--- config.mk ---
export PLATFORM = sky130hd
export DESIGN_NAME = uart_tx_buffer
export DESIGN_NICKNAME = d
export VERILOG_FILES = /design/src/rtl/uart_tx_buffer.sv
export SDC_FILE = /design/constraint.sdc
export NUM_CORES = 1
export LEC_CHECK = 0
export CAP_MARGIN = 20
export CORE_UTILIZATION = 40
export DETAILED_ROUTE_END_ITERATION = 8
export SYNTH_ARGS = -nofsm -noshare
export SYNTH_HDL_FRONTEND = slang
export SYNTH_SLANG_ARGS = --single-unit
--- constraint.sdc ---
create_clock -name clk_100M -period 4.4 [get_ports clk_100M]
set_input_delay 1.32 -clock clk_100M [delete_from_list [all_inputs] [get_ports clk_100M]]
set_output_delay 1.32 -clock clk_100M [all_outputs]
set_load 0.05 [all_outputs]
--- src/rtl/uart_tx_buffer.sv ---
// Byte FIFO and transmit scheduler in front of a uart_basic transmitter.
// Define UART_TX_BUFFER_STATS_EN to add drop_count/sent_count outputs.
module uart_tx_buffer #(
  parameter int DEPTH        = 16,
  parameter int DATA_WIDTH   = 8,
  parameter int BUSY_TIMEOUT = 4
) (
  input  logic                     clk_100M,
  input  logic                     reset_n,
  input  logic [DATA_WIDTH-1:0]    wr_data,
  input  logic                     wr_en,
  output logic                     full,
  output logic                     empty,
  output logic [$clog2(DEPTH):0]   count,
  output logic                     overflow,
  input  logic                     clr_overflow,
  output logic [DATA_WIDTH-1:0]    tx_data,
  output logic                     tx_start,
  input  logic                     tx_busy
`ifdef UART_TX_BUFFER_STATS_EN
  ,
  output logic [15:0]              drop_count,
  output logic [15:0]              sent_count
`endif
);

  localparam int AW = $clog2(DEPTH);
  localparam int CW = AW + 1;
  localparam int TW = (BUSY_TIMEOUT > 1) ?
                      $clog2(BUSY_TIMEOUT) : 1;

  localparam logic [1:0] S_IDLE      = 2'd0;
  localparam logic [1:0] S_WAIT_BUSY = 2'd1;
  localparam logic [1:0] S_WAIT_DONE = 2'd2;

  logic [DATA_WIDTH-1:0] mem_q [DEPTH];

  logic [AW-1:0]         wr_ptr_q, wr_ptr_d;
  logic [AW-1:0]         rd_ptr_q, rd_ptr_d;
  logic [CW-1:0]         count_q, count_d;
  logic                  full_q, full_d;
  logic                  empty_q, empty_d;
  logic                  overflow_q, overflow_d;
  logic [DATA_WIDTH-1:0] tx_data_q, tx_data_d;
  logic                  tx_start_q, tx_start_d;
  logic [1:0]            state_q, state_d;
  logic [TW-1:0]         timer_q, timer_d;

  logic pop;
  logic push;
  logic drop;

  always_comb begin
    pop  = (state_q == S_IDLE) && !empty_q && !tx_busy;
    push = wr_en && (!full_q || pop);
    drop = wr_en && full_q && !pop;

    wr_ptr_d = push ? wr_ptr_q + AW'(1) : wr_ptr_q;
    rd_ptr_d = pop  ? rd_ptr_q + AW'(1) : rd_ptr_q;

    count_d = count_q;
    if (push && !pop)
      count_d = count_q + CW'(1);
    else if (pop && !push)
      count_d = count_q - CW'(1);

    full_d  = (count_d == CW'(DEPTH));
    empty_d = (count_d == '0);

    // a dropped write beats a same-cycle clear
    overflow_d = overflow_q;
    if (drop)
      overflow_d = 1'b1;
    else if (clr_overflow)
      overflow_d = 1'b0;
  end

  always_comb begin
    state_d    = state_q;
    timer_d    = timer_q;
    tx_start_d = 1'b0;
    tx_data_d  = tx_data_q;
    case (state_q)
      S_IDLE: begin
        if (pop) begin
          tx_data_d  = mem_q[rd_ptr_q];
          tx_start_d = 1'b1;
          timer_d    = '0;
          state_d    = S_WAIT_BUSY;
        end
      end
      S_WAIT_BUSY: begin
        if (tx_busy)
          state_d = S_WAIT_DONE;
        else if (timer_q == TW'(BUSY_TIMEOUT - 1))
          state_d = S_IDLE;
        else
          timer_d = timer_q + TW'(1);
      end
      S_WAIT_DONE: begin
        if (!tx_busy)
          state_d = S_IDLE;
      end
      default: state_d = S_IDLE;
    endcase
  end

  always_ff @(posedge clk_100M) begin
    if (push)
      mem_q[wr_ptr_q] <= wr_data;
  end

  always_ff @(posedge clk_100M or negedge reset_n) begin
    if (!reset_n) begin
      wr_ptr_q   <= '0;
      rd_ptr_q   <= '0;
      count_q    <= '0;
      full_q     <= 1'b0;
      empty_q    <= 1'b1;
      overflow_q <= 1'b0;
      tx_data_q  <= '0;
      tx_start_q <= 1'b0;
      state_q    <= S_IDLE;
      timer_q    <= '0;
    end else begin
      wr_ptr_q   <= wr_ptr_d;
      rd_ptr_q   <= rd_ptr_d;
      count_q    <= count_d;
      full_q     <= full_d;
      empty_q    <= empty_d;
      overflow_q <= overflow_d;
      tx_data_q  <= tx_data_d;
      tx_start_q <= tx_start_d;
      state_q    <= state_d;
      timer_q    <= timer_d;
    end
  end

  assign full     = full_q;
  assign empty    = empty_q;
  assign count    = count_q;
  assign overflow = overflow_q;
  assign tx_data  = tx_data_q;
  assign tx_start = tx_start_q;

`ifdef UART_TX_BUFFER_STATS_EN
  logic [15:0] drop_count_q, drop_count_d;
  logic [15:0] sent_count_q, sent_count_d;

  always_comb begin
    drop_count_d = clr_overflow ? 16'h0 : drop_count_q;
    if (drop && drop_count_d != 16'hFFFF)
      drop_count_d = drop_count_d + 16'h1;
    sent_count_d = tx_start_d ? sent_count_q + 16'h1
                              : sent_count_q;
  end

  always_ff @(posedge clk_100M or negedge reset_n) begin
    if (!reset_n) begin
      drop_count_q <= '0;
      sent_count_q <= '0;
    end else begin
      drop_count_q <= drop_count_d;
      sent_count_q <= sent_count_d;
    end
  end

  assign drop_count = drop_count_q;
  assign sent_count = sent_count_q;
`endif

endmodule

==> metrics.txt, run 1 <==
status completed; most common cell after layout, fill and taps aside edfxtp_1; Worst R2R End mem_q[15][3]; area added between synthesis and finish 18.4%; Syn Nets roughly 380; Critical Path RT 4.45 ns; Leak approximately 2.6 nW; CTS Sinks between 150 and 200; Synth Warn # 0; total CTS buffers 17; fin nets approximately 430; largest net degree at the start of global routing 39; cells along the critical path clkdlybuf4s50_1 -> or4_4 -> a21boi_2 -> nand2_1 -> nor2_1; CP endpoint mem_q[15][3]; commonest cells after routing, fill and taps aside 128 x edfxtp_1, 29 x mux4_2, 29 x clkdlybuf4s50_1, 27 x dfrtp_1, 22 x mux2i_1; CTS Hold Bufs 0; R2R depth 4; clk buf depth 2; gr usage total 0.181; Vias/cell 5.23; Die Span X about 130 microns; Setup Skew between 0.006 and 0.007 ns; routed len/inst ~22 microns; I/O Buffers 29; category of the most critical setup path primary input to flip-flop; RSZ-0062 raised after global routing false; VDD IR max about 330 uV; I/O pins 30; Slew headroom 0.449; final wirelength between 10000 and 15000 microns; Critical Path Sink Type flip-flop; Worst Hold Class flip-flop to flip-flop; share of layout cells above drive strength 1 0.220; Final Wtd Congestion slightly below 0.8; Slew Limit Fails 0; total power about 5.1 mW; Synth cell types 50; Worst-Margin Slew approximately 0.83 ns; Clock Tree Root clkbuf_16; Fmax achieved 285 MHz; critical path fanouts, max 15; CTS tree yes; Worst setup SP type primary input; Final ANT Viol Nets 0; H-tree level count 4; clock-pin slew on the worst setup and hold paths 0.06 ns; first-pass GRT wire length roughly 21000 microns; Mapped Avg Cell Area 18.0 sq um; Die Height 128 microns; Syn Inst Count between 300 and 400; Clock Latency Late Sink 0.42 ns; fin crit share 0.796; initial DRC count approximately 260; MaxCap Viol Count 0; WP data arrival ~3.6 ns; First-pass DRT Iterations 4; vias in the first global route roughly 3300; area leader, netlist edfxtp_1; Synth area leaders edfxtp_1 60%, dfrtp_1 11%, mux4_2 10%, mux2i_1 3.4%, ha_1 1.6%; Final min period 3.50 ns; Top FF cell, synth edfxtp_1; flop2flop setup slack approximately 1.9 ns; FF+latch count, synth 157; Fin. Hold Viols 0; Post-CTS Setup Bufs 0; Slowest cell on crit path or4_4; post-synth top area share 0.601; Post-route DRC 0; post-synthesis async set-or-reset flop share 0.185; vias post-DR between 3000 and 4000; core area roughly 0.015 sq mm; Mapped Area 0.00640 sq mm; EDFF count, synth 128; total grt overflow 0; crit path launch tx_busy; Die ar. 0.0165 sq mm; Pwr Density between 600 and 700 mW/mm^2; final setup TNS 0 ns; reg-to-reg startpoint state_q[0]; initial antenna violation count 0; post-CTS sizing 0; initial core utilization 0.415; max incr delay on CP roughly 0.7 ns; Placement Rows 45; Final Setup Violations 0; ant diodes 0; DP HPWL 8800 microns; register area share after synthesis 0.714
report_power, final:
part	switching, mW	total (mW)	internal (mW)
sequential	0.236	2.09	1.85
clock	0.582	1.40	0.814
combinational	0.912	1.61	0.693
total	1.73	5.09	3.36
final cells by class:
cell class	count	area (sq um)
fillers	1293	7850
flip-flops and latches	157	4570
multi-input cells	172	1680
clock buffers	21	460
repair buffers	50	455
well taps	211	264
clock inverters	11	106
inverters	7	31.3
sequential cells by signal, indices dropped and copies added (netlist names):
signal and count:
mem_q 128, overflow 1, empty 1, wr_ptr_q 4, full 1, count 5, timer_q 2, rd_ptr_q 4
tx_start 1, state_q 2, tx_data 8
through the flow:
step,std cells,utilization,worst slack [ns],cell area [sq um],hold WS [ns]
2_1_floorplan,355,-,0.973,6400,0.485
3_3_place_gp,596,0.453,0.573,6990,0.501
3_5_place_dp,596,0.453,0.435,6990,0.502
4_1_cts,628,0.490,0.874,7560,0.522
5_1_grt,629,0.491,0.725,7570,0.533
6_report,629,0.491,0.897,7570,0.505
logic make-up (layout without fill, tap and decap cells):
| kind of cell | Yosys count | after routing | synth area share |
|---|---|---|---|
| flip-flops | 157 | 157 | 0.714 |
| AO/OA/AOI/OAI | 33 | 33 | 0.0385 |
| multiplexers | 52 | 52 | 0.138 |
| buffers and inverters | 26 | 89 | 0.0223 |
| AND/OR/NAND/NOR | 70 | 70 | 0.0585 |
| XOR/XNOR | 9 | 9 | 0.0123 |
| adder cells (fa/ha/maj) | 8 | 8 | 0.0156 |
worst min-delay path by stage:
stage | startpoint | to | slack [ns] | cells past startpoint
global route | tx_data[3] | tx_data[3] | 0.53 | 1
floorplan | timer_q[1] | timer_q[1] | 0.48 | 1
finish | tx_data[7] | tx_data[7] | 0.50 | 1
detailed placement | tx_data[7] | tx_data[7] | 0.50 | 1
global placement | timer_q[1] | timer_q[1] | 0.50 | 1
CTS | tx_data[3] | tx_data[3] | 0.52 | 1
worst max-delay path: cells and delay by family:
family                 cells  cell delay, ns
AOI/OAI and AO/OA          1            0.42
buffers and inverters      1            0.46
and+or+nand+nor            3            1.35
synthesized netlist by cell type (all sizes together) (3+ instances only):
cell	instances
mux2i	22
o21ai	6
edfxtp	128
dfrtp	28
nor2	17
inv	7
buf	14
ha	8
clkbuf	5
a21oi	4
a21o	7
nor4	3
nand2b	6
xnor2	7
nand2	16
nand3	4
nand4	4
nor3	6
o22ai	6
mux4	29
routing by layer:
metal | GRT usage | part of all wire
met1 | 0.264 | 0.49
met2 | 0.266 | 0.46
met3 | 0.0491 | 0.043
met4 | 0.0561 | 0.0077
met5 | 0 | 0
Power figures use the tool's default switching activity.
==> run 2: changes to the inputs <==
==> constraint.sdc (replaced) <==
create_clock -name clk_100M -period 2.8 [get_ports clk_100M]
set_input_delay 0.84 -clock clk_100M [delete_from_list [all_inputs] [get_ports clk_100M]]
set_output_delay 0.84 -clock clk_100M [all_outputs]
set_load 0.05 [all_outputs]
==> metrics.txt, run 2 (synthesized netlist as in run 1, its figures left out) <==
I/O Buffers 29 (unchanged); CP delay by family, top buffers and inverters (was simple AND/OR/NAND/NOR gates); clock-pin slew on the worst setup and hold paths 0.06 ns (about the same); Hold Slack 0.504 ns (was 0.505 ns); worst setup margin 0.162 ns (was 0.897 ns); Worst-Margin Slew 0.672 ns (was 0.826 ns); Vias/cell 5.15 (was 5.23); Worst setup SP type flip-flop (was primary input); Final Setup Violations 0 (unchanged); total grt overflow 0 (unchanged); Die Height 128 microns (unchanged); critical path fanouts, max 8 (was 15); largest net degree at the start of global routing 39 (unchanged); cells along the critical path clkdlybuf4s50_1 (was clkdlybuf4s50_1 -> or4_4 -> a21boi_2 -> nand2_1 -> nor2_1); RSZ-0062 raised after global routing false (unchanged); DP HPWL 8200 microns (was 8800 microns); Die Span X 128 microns (unchanged); I/O pins 30 (unchanged); final wirelength 12800 microns (was 13500 microns); Top reg by flops mem_q (unchanged); fin crit share 0.942; category of the most critical setup path flip-flop to output pin (was primary input to flip-flop); Hold Path Origin tx_data[1] (was tx_data[7]); vias post-DR 3283 (was 3287); Slew headroom 0.551 (was 0.449); CTS Sinks 157 (unchanged); Die ar. 0.0165 sq mm (unchanged); initial core utilization 0.415 (unchanged); Clock Latency Late Sink 0.42 ns (about the same); most common cell after layout, fill and taps aside edfxtp_1 (unchanged); total power 8.22 mW (was 5.09 mW); Post-route DRC 0 (unchanged); Clock Tree Root clkbuf_16 (unchanged); H-tree level count 4 (unchanged); Post-CTS Setup Bufs 0 (unchanged); first-pass GRT wire length 19500 microns (was 20700 microns); initial DRC count 265 (was 264); Slew Limit Fails 0 (unchanged); crit path launch count[2] (was tx_busy); vias in the first global route 3253 (was 3323); ant diodes 0 (unchanged); max incr delay on CP 0.87 ns (was 0.70 ns); fin nets 435 (was 426); Slowest cell on crit path clkdlybuf4s50_1 (was or4_4); post-CTS sizing 0 (unchanged); WP data arrival 1.80 ns (was 3.56 ns); dpl cell area 0.00710 sq mm (was 0.00699 sq mm); Setup Skew 0.00962 ns (was 0.00699 ns); gr usage total 0.169 (was 0.181); First-pass DRT Iterations 4 (unchanged); commonest cells after routing, fill and taps aside 128 x edfxtp_1, 29 x mux4_2, 29 x clkdlybuf4s50_1, 28 x buf_4, 27 x dfrtp_1 (was 128 x edfxtp_1, 29 x mux4_2, 29 x clkdlybuf4s50_1, 27 x dfrtp_1, 22 x mux2i_1); reg-to-reg startpoint state_q[0] (unchanged); CTS Hold Bufs 0 (unchanged); clk buf depth 2 (unchanged); Pwr Density 1070 mW/mm^2 (was 672 mW/mm^2); share of layout cells above drive strength 1 0.241 (was 0.220); Critical Path RT 1.96 ns (was 4.45 ns); Final min period between 2 and 3 ns; Leak 2.73 nW (was 2.65 nW); VDD IR max 528 uV (was 326 uV); max reg flops 128 (unchanged); Critical Path Sink Type output pin (was flip-flop); dpl ws -0.158 ns (was 0.435 ns); Placement Rows 45 (unchanged); status completed (unchanged); Design Area, Final 0.00770 sq mm (was 0.00757 sq mm); area added between synthesis and finish 20.4% (was 18.4%); initial antenna violation count 0 (unchanged); Worst Hold Class flip-flop to flip-flop (unchanged); routed len/inst 20.0 microns (was 21.5 microns); WP buf/inv 1 (unchanged); Final ANT Viol Nets 0 (unchanged); Final Wtd Congestion 0.777 (was 0.790); Fin. Hold Viols 0 (unchanged); total CTS buffers 17 (unchanged); MaxCap Viol Count 0 (unchanged); Fmax achieved ~380 MHz; CTS tree yes (unchanged); core area 0.0154 sq mm (unchanged)
run 2: cell types whose count changed in the layout (fill, tap and decap cells not counted):
cell and delta:
clkbuf_8 -2, clkinv_4 +1, buf_8 -1, nor3_1 -2
buf_12 +2, inv_8 +5, buf_4 +8, clkinvlp_4 -3
clkinv_2 -2, bufinv_16 +1, nor3_2 +2
run 2: report_power, final:
part,internal (mW),switching [mW]
Sequential,2.91,0.296
Combinational,1.15,1.52
Clock,1.36,0.990
run 2: final timing paths:
kind	endpoint	slack, ns	depth (start not counted)
min in group asynchronous	overflow	0.83	2
min	tx_data[1]	0.50	1
max in group asynchronous	empty	1.64	2
max	count[2]	0.16	1
min reg2reg	tx_data[1]	0.50	1
max reg2reg	mem_q[3][4]	0.70	6
run 2: layout make-up:
type / count / area [sq um]
tap: 211 / 264
inverter: 7 / 31.3
timing repair buffer: 59 / 541
clock buffer: 19 / 433
fill: 1317 / 7720
sequential: 157 / 4570
multi-input combinational: 172 / 1690
clock inverter: 13 / 169
run 2: per-layer routing:
layer / track usage / wire, microns / vias to the layer above
met3: 0.0457 / 660 / 9
met1: 0.240 / 5860 / 1689
met4: 0.0498 / 115 / 0
li1: - / - / 1513
met5: 0 / 0 / -
met2: 0.257 / 6150 / 72
run 2: metrics by stage:
| stage | TNS [ns] | instances | util |
|---|---|---|---|
| after floorplan | -1.77 | 355 | - |
| after global placement | -11.41 | 606 | 0.460 |
| after detailed placement | -12.81 | 606 | 0.460 |
| after CTS | 0 | 638 | 0.499 |
| after global routing | 0 | 638 | 0.499 |
| final | 0 | 638 | 0.499 |
==> run 3: changes to the inputs <==
--- a/config.mk
+++ b/config.mk
@@ -5,7 +5,6 @@
 export SDC_FILE = /design/constraint.sdc
 export NUM_CORES = 1
 export LEC_CHECK = 0
-export CAP_MARGIN = 20
 export CORE_UTILIZATION = 40
 export DETAILED_ROUTE_END_ITERATION = 8
 export SYNTH_ARGS = -nofsm -noshare
==> results of run 3 <==
Same layout as run 2: the final DEF is identical, and so are final timing and power.
